**config.mk**
```make
export PLATFORM = sky130hd
export DESIGN_NAME = if_fetch_flat
export DESIGN_NICKNAME = d
export VERILOG_FILES = /design/src/rtl/if_fetch_if.sv /design/src/rtl/if_fetch.sv /design/src/flat_wrapper.sv
export SDC_FILE = /design/constraint.sdc
export NUM_CORES = 1
export LEC_CHECK = 0
export CORE_AREA = 2 2 153 155
export CTS_CLUSTER_SIZE = 30
export DETAILED_ROUTE_END_ITERATION = 10
export DIE_AREA = 0 0 155 157
export PLACE_DENSITY_LB_ADDON = 0.3
export SYNTH_ARGS = -nofsm -noshare
export SYNTH_HDL_FRONTEND = slang
export SYNTH_SLANG_ARGS = --single-unit
export TNS_END_PERCENT = 10
```
**constraint.sdc**
```tcl
create_clock -name clk -period 1.8 [get_ports clk]
set_input_delay 0.54 -clock clk [delete_from_list [all_inputs] [get_ports clk]]
set_output_delay 0.54 -clock clk [all_outputs]
set_load 0.01 [all_outputs]
```
**src/rtl/if_fetch_if.sv**
```systemverilog
// rtl/if_fetch_if.sv - instruction bus req/ack handshake between fetch stage and memory
interface if_fetch_if;
    logic        ibus_req_o;
    logic [31:0] ibus_addr_o;
    logic        ibus_ack_i;
    logic [31:0] ibus_data_i;

    modport master (
        output ibus_req_o,
        output ibus_addr_o,
        input  ibus_ack_i,
        input  ibus_data_i
    );

    modport slave (
        input  ibus_req_o,
        input  ibus_addr_o,
        output ibus_ack_i,
        output ibus_data_i
    );
endinterface

```
**src/rtl/if_fetch.sv**
```systemverilog
// rtl/if_fetch.sv - MIPS IF stage: PC owner, variable-latency ibus fetch, delay-slot branch handling
module if_fetch #(
    parameter logic [31:0] RESET_PC = 32'h00000000,
    parameter logic [31:0] PC_STEP  = 32'h00000004
) (
    input  logic              clk,
    input  logic              rst,
    input  logic [5:0]        stall,
    input  logic              branch_flag_i,
    input  logic [31:0]       branch_target_address_i,
    if_fetch_if.master        ibus,
    output logic [31:0]       if_pc,
    output logic [31:0]       if_inst,
    output logic              stallreq_if
);

    typedef enum logic [1:0] {
        IDLE  = 2'd0,
        FETCH = 2'd1,
        VALID = 2'd2
    } state_t;

    state_t      state;
    logic [31:0] pc;
    logic [31:0] inst_buf;
    logic        pend_valid;
    logic [31:0] pend_target;

    logic        handoff;
    logic [31:0] next_pc;

    // Only hold-PC and hold-ID bits of the ctrl vector matter to this stage.
    logic unused_stall;
    assign unused_stall = ^{stall[5:3], stall[1]};

    // A handoff is the cycle an instruction is accepted by IF/ID; it is the delay slot
    // of any branch that resolved while it was in flight.
    always_comb begin
        handoff = 1'b0;
        case (state)
            FETCH:   handoff = ibus.ibus_ack_i && !stall[0];
            VALID:   handoff = !stall[0];
            default: handoff = 1'b0;
        endcase
    end

    always_comb begin
        next_pc = pc + PC_STEP;
        if (branch_flag_i) begin
            next_pc = branch_target_address_i;
        end else if (pend_valid) begin
            next_pc = pend_target;
        end
    end

    always_ff @(posedge clk) begin
        if (rst) begin
            state       <= IDLE;
            pc          <= RESET_PC;
            inst_buf    <= 32'h0;
            pend_valid  <= 1'b0;
            pend_target <= 32'h0;
        end else begin
            case (state)
                IDLE: begin
                    state <= FETCH;
                end
                FETCH: begin
                    if (ibus.ibus_ack_i) begin
                        if (!stall[0]) begin
                            pc <= next_pc;
                        end else begin
                            inst_buf <= ibus.ibus_data_i;
                            state    <= VALID;
                        end
                    end
                end
                VALID: begin
                    if (!stall[0]) begin
                        pc    <= next_pc;
                        state <= FETCH;
                    end
                end
                default: begin
                    state <= IDLE;
                end
            endcase

            // A branch seen outside a handoff is remembered until the delay slot is taken.
            if (handoff) begin
                pend_valid <= 1'b0;
            end else if (branch_flag_i && !stall[2]) begin
                pend_valid  <= 1'b1;
                pend_target <= branch_target_address_i;
            end
        end
    end

    always_comb begin
        ibus.ibus_req_o  = 1'b0;
        ibus.ibus_addr_o = 32'h0;
        if_pc            = 32'h0;
        if_inst          = 32'h0;
        stallreq_if      = 1'b0;
        case (state)
            FETCH: begin
                ibus.ibus_req_o  = 1'b1;
                ibus.ibus_addr_o = pc;
                if_pc            = pc;
                if_inst          = ibus.ibus_ack_i ? ibus.ibus_data_i : 32'h0;
                stallreq_if      = !ibus.ibus_ack_i;
            end
            VALID: begin
                ibus.ibus_addr_o = pc;
                if_pc            = pc;
                if_inst          = inst_buf;
            end
            default: begin
                ibus.ibus_req_o  = 1'b0;
            end
        endcase
    end

endmodule

```
**src/flat_wrapper.sv**
```systemverilog
// flat-port wrapper written by rule: the top's interface ports become plain ports
module if_fetch_flat 
#(
    parameter logic [31:0] RESET_PC = 32'h00000000,
    parameter logic [31:0] PC_STEP  = 32'h00000004
)
  (clk, rst, stall, branch_flag_i, branch_target_address_i, if_pc, if_inst, stallreq_if, ibus_ibus_req_o, ibus_ibus_addr_o, ibus_ibus_ack_i, ibus_ibus_data_i);
  if_fetch_if ibus_i ();
  input  logic clk;
  input  logic rst;
  input  logic [5:0] stall;
  input  logic branch_flag_i;
  input  logic [31:0] branch_target_address_i;
  output logic [31:0] if_pc;
  output logic [31:0] if_inst;
  output logic stallreq_if;
  output wire logic [$bits(ibus_i.ibus_req_o)-1:0] ibus_ibus_req_o;
  output wire logic [$bits(ibus_i.ibus_addr_o)-1:0] ibus_ibus_addr_o;
  input wire logic [$bits(ibus_i.ibus_ack_i)-1:0] ibus_ibus_ack_i;
  input wire logic [$bits(ibus_i.ibus_data_i)-1:0] ibus_ibus_data_i;
  assign ibus_ibus_req_o = ibus_i.ibus_req_o;
  assign ibus_ibus_addr_o = ibus_i.ibus_addr_o;
  assign ibus_i.ibus_ack_i = ibus_ibus_ack_i;
  assign ibus_i.ibus_data_i = ibus_ibus_data_i;
  if_fetch #(.RESET_PC(RESET_PC), .PC_STEP(PC_STEP)) u_core (.clk(clk), .rst(rst), .stall(stall), .branch_flag_i(branch_flag_i), .branch_target_address_i(branch_target_address_i), .ibus(ibus_i), .if_pc(if_pc), .if_inst(if_inst), .stallreq_if(stallreq_if));
endmodule
```
# Word-level counts from Yosys, hierarchy flattened
# Cells that the tools add are included.
# totals
memories	0
latch_bits	0
rom_bits	0
ff_bits	99
input_bits	74
mem_bits_rw	0
# op_classes
multipliers	0
n_addsub	1
div	0
bitwise_logic	1
muxes	15
reduce_logical	13
magnitude_cmp	0
n_eq_ne	5
shifts	0
# op_table
op	n
$mux 32	6
$pmux 32 s2	2
$add 32x3->32 const B	1
$mux 2	3
$ne 2x2->1 const B	3
$pmux 2 s3	1
$reduce_and 3->1	2
$reduce_and 2->1	2
$reduce_or 2->1	2
$logic_not 1->1	3
$eq 2x1->1 const B	1
$eq 2x2->1 const B	1
$logic_and 1x1->1	2
$logic_not 2->1	1
$mux 1	2
$pmux 1 s2	1
$reduce_bool 2->1	1
$not 1->1	1

# Depth between registers and ports, before layout
# Gate-level depths: netlist (run 1).
# depth
word_depth	6
mapped_depth	10
mapped_depth_nobuf	7

# Worst setup path before layout (run 1)
# No wires, ideal clock.
# synth_path
kind	reg-to-output
startpoint	reg u_core.state[1]
endpoint	out if_inst[0]
t_arrival_ps	1554
path_buffers	2
path_stages_with_launch	8
slack_ps	-294
cell_sequence	dfxtp_1 -> inv_1 -> ha_1 -> and2_1 -> clkbuf_1 -> clkbuf_1 -> a22oi_1 -> nor2b_1
# synth_between
elab_chain_len	2
word_cells_on_any_way	3
# synth_rtl
item	line_no	source
start: declaration	if_fetch.sv:23	state_t state;
start signal: assignment	if_fetch.sv:58	state <= IDLE;
start signal: assignment	if_fetch.sv:66	state <= FETCH;
start signal: assignment	if_fetch.sv:74	state <= VALID;
$eq 2x2->1 / $eq 2x1->1 (equally long branches)	if_fetch.sv:105	case (state)
$pmux 32 s2 *	if_fetch.sv:105	
end: declaration	flat_wrapper.sv:15	output logic [31:0] if_inst;
# Mark *: on every way between the ends. The rest lies on a longest branch, timed or not.

# Final worst setup path (run 1)
# layout_path
startpoint	reg u_core.state[1]
endpoint	out if_inst[4]
# Same word-level chain as after synthesis.

==> impl_metrics.py, run 1 <==
metrics = {
    "floorplanning": {
        "num_io_pins": 172,
        "fp-row-count": 55,
        "dieWidth_um": 155,
        "initial_core_util_pct": 25.94,
        "design.core.area_um2": 22500,
        "dieArea_um2": 24340,
        "die_y_um": 157,
    },
    "clock_tree": {
        "cts_tree": "yes",
        "cts.htree.levels": 3,
        "numCtsBuffers": 9,
        "cts.clk_slew.worst_paths_ps": 70,
        "clk_path_buf_depth": 2,
        "clkLatencyLatePin_ps": 350,
        "ctsRootBufferMaster": "clkbuf_16",
        "cts_num_sinks": 99,
        "holdBufCountCts": 0,
    },
    "min_path": {
        "hp-class": "reg2reg",
    },
    "grt": {
        "track_usage_pct": 16.09,
        "antenna_found_initial": 2,
        "grt_pass1_wl_um": 31370,
        "grt_pass1_vias": 5796,
        "grt_max_degree": 38,
        "overflow": 0,
    },
    "final_layout": {
        "drive_gt1_share_pct": 35.39,
        "finalNetCount": 1094,
        "areaGrowthSynthToFinish_pct": 59.12,
        "fin_util_pct": 41.27,
        "num_antenna_cells": 0,
    },
    "synthesis": {
        "synth_area_per_cell_um2": 7.242,
        "ys_ff_latch": 99,
        "synth_nets": 885,
        "syn_area_um2": 5837,
        "synth_common_cells": "178 x nand2_1, 99 x dfxtp_1, 95 x a21oi_1",
        "ys_top_cells_by_area": "dfxtp_1 34%, nand2_1 11%, a21oi_1 8.1%",
        "synth.distinct_cells": 62,
        "ys_warn_count": 0,
        "ys_async_sr_fraction_pct": 0,
        "synth_area_leader_cell": "dfxtp_1",
        "yosysMostFrequentCell": "nand2_1",
        "ys_seq_area_share_pct": 33.95,
        "synth_edf_count": 0,
        "synth-main-ff-cell": "dfxtp_1",
        "synth_top_area_share_pct": 33.95,
        "synthCells": 806,
    },
    "critical_path": {
        "critPathCaptureType": "primary output",
        "crit_type": "reg2out",
        "path_delay_family": "buffers and inverters",
        "cpMaxStageDelayCell": "dfxtp_2",
        "critPathArrivalTime_ps": 1710,
        "path_max_fanout": 5,
        "critPathBufInv": 4,
        "required_ps": 1260,
        "cp_cell_sequence": "inv_4 > ha_4 > and2_4 > buf_8 > buf_8 > a22oi_2 > nor2b_1 > buf_2",
        "cpPeakStageDelay_ps": 350,
        "critPathLaunchType": "flip-flop",
        "cpMostUsedCell": "buf_8",
    },
    "status": {
        "violations": "negative setup slack",
        "status": "complete, but fails checks",
    },
    "drt": {
        "drtIter0Drc": 338,
        "wirelength_um": 21010,
        "wl_per_cell_um": 16.10,
        "via_per_inst": 4.846,
        "via_count": 6324,
        "drtPass1Iterations": 5,
        "ant_nets": 0,
        "drc": 0,
    },
    "place": {
        "port-buffer-count": 167,
        "dp_hpwl_um": 14410,
        "gp_congestion": 0.8266,
        "pre_cts_ws_ps": -927.4,
    },
    "timing": {
        "grt_setup_unrepaired": "yes",
        "drv_slew": 0,
        "finalHoldViolations": 0,
        "worst_slack_ps": -452.1,
        "fin_crit_sh_pct": 125.1,
        "tightest_slew_ps": 452.2,
        "layout_min_cycle_time_ps": 2252,
        "slew-limit-headroom_pct": 69.63,
        "max_freq_mhz": 444.0,
        "setup_viol": 161,
        "timing.hold.ws_ps": 456.4,
        "finClkSkew_ps": 8.364,
    },
    "power": {
        "total_power_mw": 6.732,
        "p_leak_nw": 3.604,
        "power_per_cell_area_nw_per_um2": 724.8,
        "vdd_ir_drop_max_uv": 457.5,
    },
    "job": {
        "maxCapViolations": 0,
    },
}
## layout by cell type (no fill, tap or decap), types with 4 or more instances in the layout
cell type / synthesis / layout
nand3_1: 13 / 13
buf_4: 34 / 96
nand4_1: 17 / 17
dfxtp_1: 99 / 97
nor2b_1: 38 / 29
buf_8: 0 / 5
inv_6: 0 / 4
o22ai_1: 9 / 7
a22oi_2: 0 / 28
clkdlybuf4s50_1: 0 / 66
clkbuf_2: 0 / 7
nand2_2: 1 / 4
a21oi_2: 0 / 17
xor2_1: 5 / 5
a21oi_1: 95 / 78
and3_1: 7 / 7
nand2_1: 178 / 174
nor2_1: 35 / 35
o21ai_1: 9 / 8
and2_4: 0 / 36
clkbuf_16: 0 / 13
mux2i_1: 7 / 7
o21ai_0: 24 / 22
a22oi_1: 36 / 8
inv_1: 18 / 15
buf_2: 11 / 28
buf_6: 0 / 70
buf_12: 0 / 13
o211ai_1: 8 / 8
a31oi_1: 4 / 4
a211oi_1: 7 / 7
nor3_1: 8 / 8
nor2b_2: 0 / 8
## worst register-to-register path: cells and delay by family (launching register included)
family          cells  cell delay (ps)
compound gates      2              280
flops               1              390
fa+ha+maj           1              330
simple gates        3              880
buf+inv             2              160
## layout make-up
type,instances,area [µm²]
flip-flops and latches,99,1987
clock inverters,6,95.09
multi-input cells,594,3700
repair buffers,292,2844
fillers,2306,13220
clock buffers,10,229.0
well taps,285,356.6
inverters,19,76.32
## logic make-up after synthesis
group                      share of synthesized area, %
xor gates and xnor gates                          1.200
DFF                                               33.95
and+or+nand+nor                                   30.42
AOI/OAI and AO/OA                                 22.47
muxes                                             1.200
adders and majority gates                         1.072
buffers and inverters                             9.689
## routing by layer
metal | global-route usage, % | wire length (µm)
met5 | 0 | 30
met4 | 4.453 | 286
met3 | 3.607 | 1450
met2 | 25.35 | 9577
met1 | 22.11 | 9669
## path summary, 6_finish.rpt
kind / startpoint / to / slack, ps / cells after the start
max reg2reg: u_core.state[0]$_SDFFE_PP0P_ / u_core.pc[17]$_SDFFE_PP0P_ / -300 / 8
min: u_core.pend_target[22]$_SDFFE_PP0P_ / u_core.pend_target[22]$_SDFFE_PP0P_ / 460 / 2
min reg2reg: u_core.pend_target[22]$_SDFFE_PP0P_ / u_core.pend_target[22]$_SDFFE_PP0P_ / 460 / 2
max: u_core.state[1]$_SDFFE_PP0P_ / if_inst[4] / -450 / 8
## where the power goes
group	leakage [nW]	switching, mW	internal (mW)	total (mW)
sequential	0.807	0.132	2.33	2.46
combinational	2.64	0.974	1.08	2.06
clock	0.158	0.969	1.24	2.21
## through the flow
stage	cells	setup TNS, ps	area [µm²]
floorplan	806	-1637	6023
global placement	1275	-99110	8468
detailed placement	1275	-104020	8468
CTS	1296	-44030	8891
global route	1305	-54880	9288
finish	1305	-43560	9288
## sequential cells by signal, summed over array words and instances (netlist names)
register            count
u_core.pend_target     32
u_core.state            2
u_core.pend_valid       1
u_core.inst_buf        32
u_core.pc              32
## what timing repair did
| item | 4_1_cts | 5_1_grt |
|---|---|---|
| resized for setup | 432 | 110 |
| pin swaps | 28 | 22 |
| gates cloned | 2 | 5 |
| endpoints found under the setup margin | 163 | 193 |
| buffers inserted | 3 | 5 |
Power figures use the tool's default switching activity.
==> run 2, diff against run 1 <==
--- a/config.mk
+++ b/config.mk
@@ -9,6 +9,7 @@
 export CTS_CLUSTER_SIZE = 30
 export DETAILED_ROUTE_END_ITERATION = 10
 export DIE_AREA = 0 0 155 157
+export HOLD_SLACK_MARGIN = 0.06
 export PLACE_DENSITY_LB_ADDON = 0.3
 export SYNTH_ARGS = -nofsm -noshare
 export SYNTH_HDL_FRONTEND = slang
==> results of run 2 <==
Same layout as run 1: the final DEF is identical, and so are final timing and power.
